==> src/rtl/bist_sat_counter.sv <==
// Saturating up-counter with a clear that overrides increment.
module bist_sat_counter #(
  parameter int W = 16
) (
  input  logic         clk,
  input  logic         rst_n,
  input  logic         inc,
  input  logic         clr,
  output logic [W-1:0] count
);

  logic [W-1:0] r_count;

  always_ff @(posedge clk) begin
    if (!rst_n) begin
      r_count <= '0;
    end else if (clr) begin
      r_count <= '0;
    end else if (inc && (r_count != '1)) begin
      r_count <= r_count + W'(1);
    end
  end

  assign count = r_count;

endmodule

==> config.mk <==
export PLATFORM = sky130hd
export DESIGN_NAME = bist_sat_counter
export DESIGN_NICKNAME = d
export VERILOG_FILES = /design/src/rtl/bist_sat_counter.sv
export SDC_FILE = /design/constraint.sdc
export NUM_CORES = 1
export LEC_CHECK = 0
export CAP_MARGIN = 40
export CELL_PAD_IN_SITES_DETAIL_PLACEMENT = 1
export CELL_PAD_IN_SITES_GLOBAL_PLACEMENT = 1
export CORE_UTILIZATION = 25
export CTS_BUF_LIST = sky130_fd_sc_hd__clkbuf_16
export DETAILED_ROUTE_END_ITERATION = 7
export HOLD_SLACK_MARGIN = 0.1
export PLACE_DENSITY_LB_ADDON = 0.1
export SYNTH_ARGS = -nofsm -noshare
export SYNTH_HDL_FRONTEND = slang
export SYNTH_SLANG_ARGS = --single-unit
==> constraint.sdc <==
create_clock -name clk -period 1.8 [get_ports clk]
set_input_delay 0.36 -clock clk [delete_from_list [all_inputs] [get_ports clk]]
set_output_delay 0.36 -clock clk [all_outputs]
set_load 0.05 [all_outputs]
==> Word level (Yosys, flattened, before mapping) <==
Cells that the tools add are included.
{ "classes": {"n_reduce_logical": 2, "n_bitwise": 1, "n_eq_ne": 1, "addsub": 1} }
{ "op_table": {"columns": ["op", "count"], "rows": [
  ["16-bit by 1-bit adder with 16-bit output, second input constant", 1],
  ["16-bit != test, second input constant", 1],
  ["2-bit OR reduction", 1],
  ["1-bit logical AND", 1],
  ["1-bit NOT", 1]
]} }
{ "word_totals": {"regBits": 16, "out_inout_bits": 16, "word_cells": 6} }

==> Longest topological paths before layout <==
Gate-level depths: netlist of the first run.
{ "logic_depth": {"word_depth": 2, "mapped_depth": 5} }

==> Worst setup path before layout of the first run <==
Ideal clock, no wire load.
{ "synth_timing": {"path_kind": "register to register", "startpoint": "register r_count[0] (netlist: count[0])", "endpoint": "register r_count[14] (netlist: count[14])", "slack_ns": -0.103, "arrival_ns": 1.788, "path_stages_with_launch": 6, "setup_ns": 0.115, "n_path_buf": 0, "required_ns": 1.685, "path_cell_list": "dfxtp_1 > ha_1 > and4_2 > o311ai_2 > o31a_1 > o21a_1"} }
{ "synth_between": {"elab_chain_cells": 2, "elab_cells_between_ends": 3, "classes_between": "add/sub (1); eq/ne (1); reduce/logical (1)"} }
{ "synth_rtl": {"columns": ["element", "line_no", "text"], "rows": [
  ["start, declared", "12", "logic [W-1:0] r_count;"],
  ["start signal, assigned", "20", "r_count <= r_count + W'(1);"],
  ["parallel branches: the longest is 2 deep, another holds 16-bit by 1-bit adder with 16-bit output", null, null]
]} }
Several ways; the timed one is not identified.
A chain may end at the register's enable or synchronous reset.

==> Final worst setup path of the first run <==
{ "layout_timing": {"startpoint": "input inc", "endpoint": "register r_count[13] (netlist: count[13])"} }
{ "layout_between": {"elab_chain_cells": 1} }
{ "layout_rtl": {"columns": ["element", "line_no", "text"], "rows": [
  ["start, declared", "7", "input logic inc,"],
  ["1-bit logical AND", "19", "end else if (inc && (r_count != '1)) begin"]
]} }
No other way between the ends.

==> results.py, run 1 <==
metrics = {
    "synth": {
        "ys_ff_latch": 16,
        "synth_cell_types": 38,
        "synth.yosys.seq_area_share_pct": 37.0,
        "yosysWarnings": 0,
        "synth.area.top_cells": "dfxtp_1 (37%), nand4_4 (4.9%), nor2_1 (4.3%)",
        "synth_largest_area_cell": "dfxtp_1",
        "synth.avg_cell_area_um2": 9.50,
        "synth_top_area_share_pct": 37.0,
        "synth_area_um2": 865,
        "syn_inst": 91,
        "synth.net_count": 96,
    },
    "detailed_routing": {
        "dr_wl_met3_um": 74,
        "wl_met2_um": 1130,
        "drt_wl_total_um": 2410,
        "drtPass1Iterations": 2,
        "drtAntennaViolNets": 0,
        "wl_met1_um": 1190,
        "drc": 0,
        "vias_per_cell": 5.12,
        "wl_per_cell_um": 14.5,
        "drtIter0Drc": 25,
        "via_count": 850,
        "highest_layer": "met4",
    },
    "placed_design": {
        "placed_cell_area_mm2": 0.00115,
        "dp_hpwl_um": 1830,
        "gp_congestion": 0.756,
        "place.port_buffers": 19,
        "placedCellCount": 163,
    },
    "power_and_ir_drop": {
        "p_leak_nw": 0.499,
        "p_per_area_mw_per_mm2": 682,
        "vdd_ir_drop_max_v": 0.000397,
    },
    "outcome": {
        "status": "finished clean",
    },
    "sta": {
        "fmax_mhz": 595,
        "grt_setup_unrepaired": "no",
        "finalHoldViolCount": 0,
        "fin_crit_ps": 1680,
        "tns_ps": 0,
        "fin_skew_ps": 0.651,
        "worstMarginPinSlew_ps": 439,
        "fin_crit_sh_pct": 93.4,
        "slew_headroom_pct": 70.6,
        "drv_slew": 0,
        "setup_violations": 0,
    },
    "clocking": {
        "numCtsBuffers": 3,
        "clock_path_buffers": 2,
        "cts_tree": "yes",
        "clkLatencyLatePin_ps": 250,
        "postCtsHoldBufs": 0,
        "numClockSinks": 16,
        "cts-htree-levels": 1,
        "cts_resized": 0,
        "clk_pin_slew_ps": 50,
        "cts_setup_buffers": 0,
        "cts_root_buffer": "clkbuf_16",
    },
    "global_routing": {
        "grt_pass1_wl_um": 4110,
        "first_global_vias": 841,
        "gr-usage-all-layers_pct": 15.4,
        "grt_max_degree": 11,
        "grt_antenna_before_repair": 0,
        "overflow": 0,
    },
    "floorplanning": {
        "coreArea_mm2": 0.00318,
        "die_w_um": 60.8,
        "ios": 20,
        "fp-row-count": 20,
        "start_util_pct": 27.2,
        "die_area_mm2": 0.00370,
        "die_h_um": 60.8,
    },
    "setup_path": {
        "r2r_cells": 4,
        "slowest_stage": "clkdlybuf4s50_1",
        "crit_chain": "clkdlybuf4s50_1, and4_2, nand3_4, or4_1, a21oi_1",
        "worstSetupPathType": "in -> reg",
        "r2r_start": "count[6]$_SDFFE_PP0P_",
        "r2r_setup_slack_ps": 190,
        "critPathCaptureType": "flip-flop",
        "cp.arrival_ps": 1850,
        "cp_max_fo": 8,
        "cp_slowest_stage_delay_ps": 490,
        "reg2reg_to": "count[13]$_SDFFE_PP0P_",
        "critPathLaunchType": "input pin",
        "required_ps": 1970,
    },
    "layout": {
        "final_area_mm2": 0.00122,
        "layout.nets": 129,
        "n_fill_cell": 390,
        "layoutNonFillerInstCount": 166,
        "area_delta_synth_final_pct": 41.4,
        "drive_gt1_share_pct": 34.4,
        "largest_register_ffs": 16,
        "diodes": 0,
    },
    "worst_hold_path": {
        "hold_end": "count[1]$_SDFFE_PP0P_",
        "hp-start": "count[1]$_SDFFE_PP0P_",
        "hold_path_class": "reg -> reg",
        "whs_path_depth": 2,
    },
    "flow_run": {
        "drv_cap": 0,
    },
}
==> cell usage in the layout, fill, tap and decap left out, drive strengths merged <==
cell type	count
nand3	5
nand4	4
mux2i	1
and3	1
nor2	10
inv	2
and4	3
nor4	3
o211a	1
o31ai	2
a21oi	4
clkdlybuf4s50	3
a41oi	1
or3	2
and2	3
o21ai	4
o211ai	1
buf	26
nor3	2
or4	2
o21a	1
o2111ai	1
dfxtp	16
xnor2	1
nand2	5
clkbuf	3
nand2b	2
ha	1
o41ai	3
nor3b	1
o31a	1
xor2	3
o311ai	3
nor2b	1
==> cells by family after synthesis <==
logic type	Yosys count	share of synthesized area, %
xor gates and xnor gates	4	4.05
DFF	16	37.0
muxes	1	1.16
AOI/OAI and AO/OA	22	21.4
and+or+nand+nor	44	33.6
adders and majority gates	1	1.45
buffers and inverters	3	1.30
==> per-stage QoR <==
step	power [mW]	util, %	hold slack, ps	worst slack (ps)
after detailed placement	0.404	36.1	513	-132
after global placement	0.403	36.1	504	-69.3
after global routing	0.871	38.5	554	46.8
final	0.834	38.5	521	120
after CTS	0.847	38.5	528	104
after floorplan	0.384	-	543	7.05
==> power by group <==
part           total, mW  switching, mW  internal [mW]
logic             0.0373         0.0193         0.0180
clock network      0.438          0.146          0.292
registers          0.358        0.00170          0.356
total              0.834          0.167          0.667
==> worst max-delay path by stage <==
stage,cells past startpoint,endpoint,slack [ps],start
floorplan,4,count[1]$_SDFFE_PP0P_,7,count[9]$_SDFFE_PP0P_
global placement,5,count[13]$_SDFFE_PP0P_,-70,inc
detailed placement,5,count[13]$_SDFFE_PP0P_,-130,inc
CTS,5,count[13]$_SDFFE_PP0P_,100,inc
global route,5,count[13]$_SDFFE_PP0P_,50,inc
finish,5,count[13]$_SDFFE_PP0P_,120,inc
==> cell usage after synthesis (all sizes together) <==
cell type / n
dfxtp: 16
nor2: 10
nand2: 5
nand3: 5
a21oi: 4
nand4: 4
o21ai: 4
and2: 3
and4: 3
nor4: 3
o311ai: 3
o41ai: 3
xor2: 3
inv: 2
nand2b: 2
nor3: 2
o31ai: 2
or3: 2
or4: 2
a41oi: 1
and3: 1
clkbuf: 1
ha: 1
mux2i: 1
nor2b: 1
nor3b: 1
o2111ai: 1
o211a: 1
o211ai: 1
o21a: 1
o31a: 1
xnor2: 1
==> area by class of cell <==
cell class	instances	area, um2	area share (%)
Timing Repair Buffer	29	225	18.4
Clock buffer	3	75.1	6.14
Tap cell	44	55.1	4.50
Multi-Input combinational cell	72	533	43.6
Sequential cell	16	327	26.7
Inverter	2	7.51	0.614
==> metal layers <==
layer	GRT usage, %	vias to the layer above
met1	19.8	413
met4	4.55	0
met3	5.12	2
met5	0	-
li1	-	423
met2	24.6	12
==> critical path, delay by kind of cell <==
kind | cells | cell delay, ps
simple gates | 3 | 830
compound gates | 1 | 160
buf+inv | 1 | 490
Power figures use the tool's default switching activity.
==> run 2: changes to the inputs <==
--- a/config.mk
+++ b/config.mk
@@ -11,7 +11,7 @@
 export CORE_UTILIZATION = 25
 export CTS_BUF_LIST = sky130_fd_sc_hd__clkbuf_16
 export DETAILED_ROUTE_END_ITERATION = 7
-export HOLD_SLACK_MARGIN = 0.1
+export HOLD_SLACK_MARGIN = 0.05
 export PLACE_DENSITY_LB_ADDON = 0.1
 export SYNTH_ARGS = -nofsm -noshare
 export SYNTH_HDL_FRONTEND = slang
==> constraint.sdc (replaced) <==
create_clock -name clk -period 1.8 [get_ports clk]
set_input_delay 0.18 -clock clk [delete_from_list [all_inputs] [get_ports clk]]
set_output_delay 0.18 -clock clk [all_outputs]
set_load 0.05 [all_outputs]
==> run 2 against run 1 <==
  * Critical endpoint is now count[6]
  * Total power shrank 1.4%
  * Setup slack lost 15 ps
  * Sequential power is essentially flat
  * Maximum frequency shrank 0.89%
  * First-iteration DRC count grew 68%
  * Combinational power grew 1%
  * Final cell count shrank 1.8%
==> results.py, run 2 (synthesis gave the netlist of run 1 again) <==
metrics = {
    "layout": {
        "layout_commonest_cell": "clkdlybuf4s50_1",
        "layout.nets": 126,
        "largest_register_ffs": 16,
        "drive_gt1_share_pct": 23.5,
        "final_cell_mix": "clkdlybuf4s50_1 (14), buf_4 (12), dfxtp_1 (11)",
        "fin_util_pct": 38.6,
        "diodes": 0,
        "area_delta_synth_final_pct": 42.0,
        "n_fill_cell": 374,
    },
    "floorplanning": {
        "fp-row-count": 20,
        "ios": 20,
        "coreArea_mm2": 0.00318,
        "die_h_um": 60.8,
        "start_util_pct": 27.2,
        "die_w_um": 60.8,
        "die_area_mm2": 0.00370,
    },
    "power_and_ir_drop": {
        "pwr-share-clk_pct": 51.8,
        "p_comb_share_pct": 4.6,
        "p_sw_share_pct": 18.9,
        "vdd_ir_drop_max_v": 0.000490,
        "p_leak_nw": 0.463,
        "p_per_area_mw_per_mm2": 670,
        "p_int_uw": 667,
        "power_frac_seq_pct": 43.6,
        "switchingPower_uw": 156,
    },
    "detailed_routing": {
        "drtPass1Iterations": 4,
        "drt_wl_total_um": 2370,
        "drc": 0,
        "wl_met2_um": 1160,
        "highest_layer": "met4",
        "drtAntennaViolNets": 0,
        "wl_per_cell_um": 14.5,
        "wl_met1_um": 1120,
        "vias_per_cell": 5.09,
        "drtIter0Drc": 42,
        "via_count": 829,
        "dr_wl_met3_um": 68,
    },
    "outcome": {
        "status": "finished clean",
    },
    "sta": {
        "fmax_mhz": 590,
        "fin_crit_sh_pct": 94.2,
        "worstMarginPinSlew_ps": 502,
        "drv_slew": 0,
        "tns_ps": 0,
        "grt_setup_unrepaired": "no",
        "fin_skew_ps": 2.20,
        "finalHoldViolCount": 0,
        "setup_violations": 0,
        "slew_headroom_pct": 66.4,
        "fin_crit_ps": 1700,
    },
    "clocking": {
        "cts-htree-levels": 1,
        "cts_setup_buffers": 0,
        "postCtsHoldBufs": 0,
        "clock_path_buffers": 2,
        "cts_tree": "yes",
        "numCtsBuffers": 3,
        "cts_root_buffer": "clkbuf_16",
        "clk_pin_slew_ps": 50,
        "clkLatencyLatePin_ps": 240,
        "cts_resized": 0,
        "numClockSinks": 16,
    },
    "setup_path": {
        "crit_chain": "clkdlybuf4s50_1",
        "required_ps": 1620,
        "slowest_stage": "clkdlybuf4s50_1",
        "cp_slowest_stage_delay_ps": 840,
        "cp_max_fo": 6,
        "crit_buf_inv": 1,
        "worstSetupPathType": "reg -> out",
        "critPathLaunchType": "flip-flop",
        "critPathCaptureType": "output pin",
        "path_delay_family": "buffers and inverters",
        "cp.arrival_ps": 1520,
    },
    "global_routing": {
        "grt_max_degree": 11,
        "overflow": 0,
        "grt_pass1_wl_um": 3940,
        "gr-usage-all-layers_pct": 14.7,
        "first_global_vias": 793,
        "grt_antenna_before_repair": 0,
    },
    "flow_run": {
        "drv_cap": 0,
    },
    "worst_hold_path": {
        "hold_path_class": "reg -> reg",
    },
    "placed_design": {
        "dp_hpwl_um": 1780,
        "gp_congestion": 0.764,
        "place.port_buffers": 19,
    },
}
[run 2: final timing paths]
kind | startpoint | to | slack, ps | cells after the start
worst min register to register | count[0]$_SDFFE_PP0P_ | count[0]$_SDFFE_PP0P_ | 520 | 2
worst max register to register | count[6]$_SDFFE_PP0P_ | count[9]$_SDFFE_PP0P_ | 250 | 4
worst min-delay path | count[0]$_SDFFE_PP0P_ | count[0]$_SDFFE_PP0P_ | 520 | 2
worst max-delay path | count[6]$_SDFFE_PP0P_ | count[6] | 100 | 1
[run 2: tightest hold or removal path: cells and delay by family (launching register included)]
kind                      cells  cell delay [ps]
and+or+nand+nor               1               70
DFF                           1              350
xor gates and xnor gates      1               70
[run 2: routing by layer]
layer,vias to the layer above,GRT usage (%)
li1,412,-
met1,403,19.8
met2,12,23.2
met3,2,3.84
met4,0,4.22
met5,-,0
[run 2: stage by stage]
step	cells	power (mW)	cell area [um2]	setup WS, ps	hold WS (ps)
after floorplan	91	0.384	871	7.05	363
after global placement	160	0.404	1150	98.7	509
after detailed placement	160	0.404	1150	55.3	516
after CTS	163	0.838	1230	88.8	527
after global routing	163	0.858	1230	38.1	552
final	163	0.823	1230	105	523
[run 2: power groups by stage]
stage                     Combinational (mW)  Sequential [mW]  Clock, mW
after global routing                  0.0410            0.358      0.459
after floorplan                       0.0132            0.371          0
final                                 0.0377            0.359      0.426
after CTS                             0.0383            0.358      0.442
after global placement                0.0381            0.366          0
after detailed placement              0.0382            0.366          0
[run 2: layout make-up]
cell class	count	area, um2	area share (%)
Sequential cell	16	327	26.6
Clock buffer	3	75.1	6.12
Timing Repair Buffer	26	230	18.8
Tap cell	44	55.1	4.49
Multi-Input combinational cell	72	533	43.4
Inverter	2	7.51	0.612
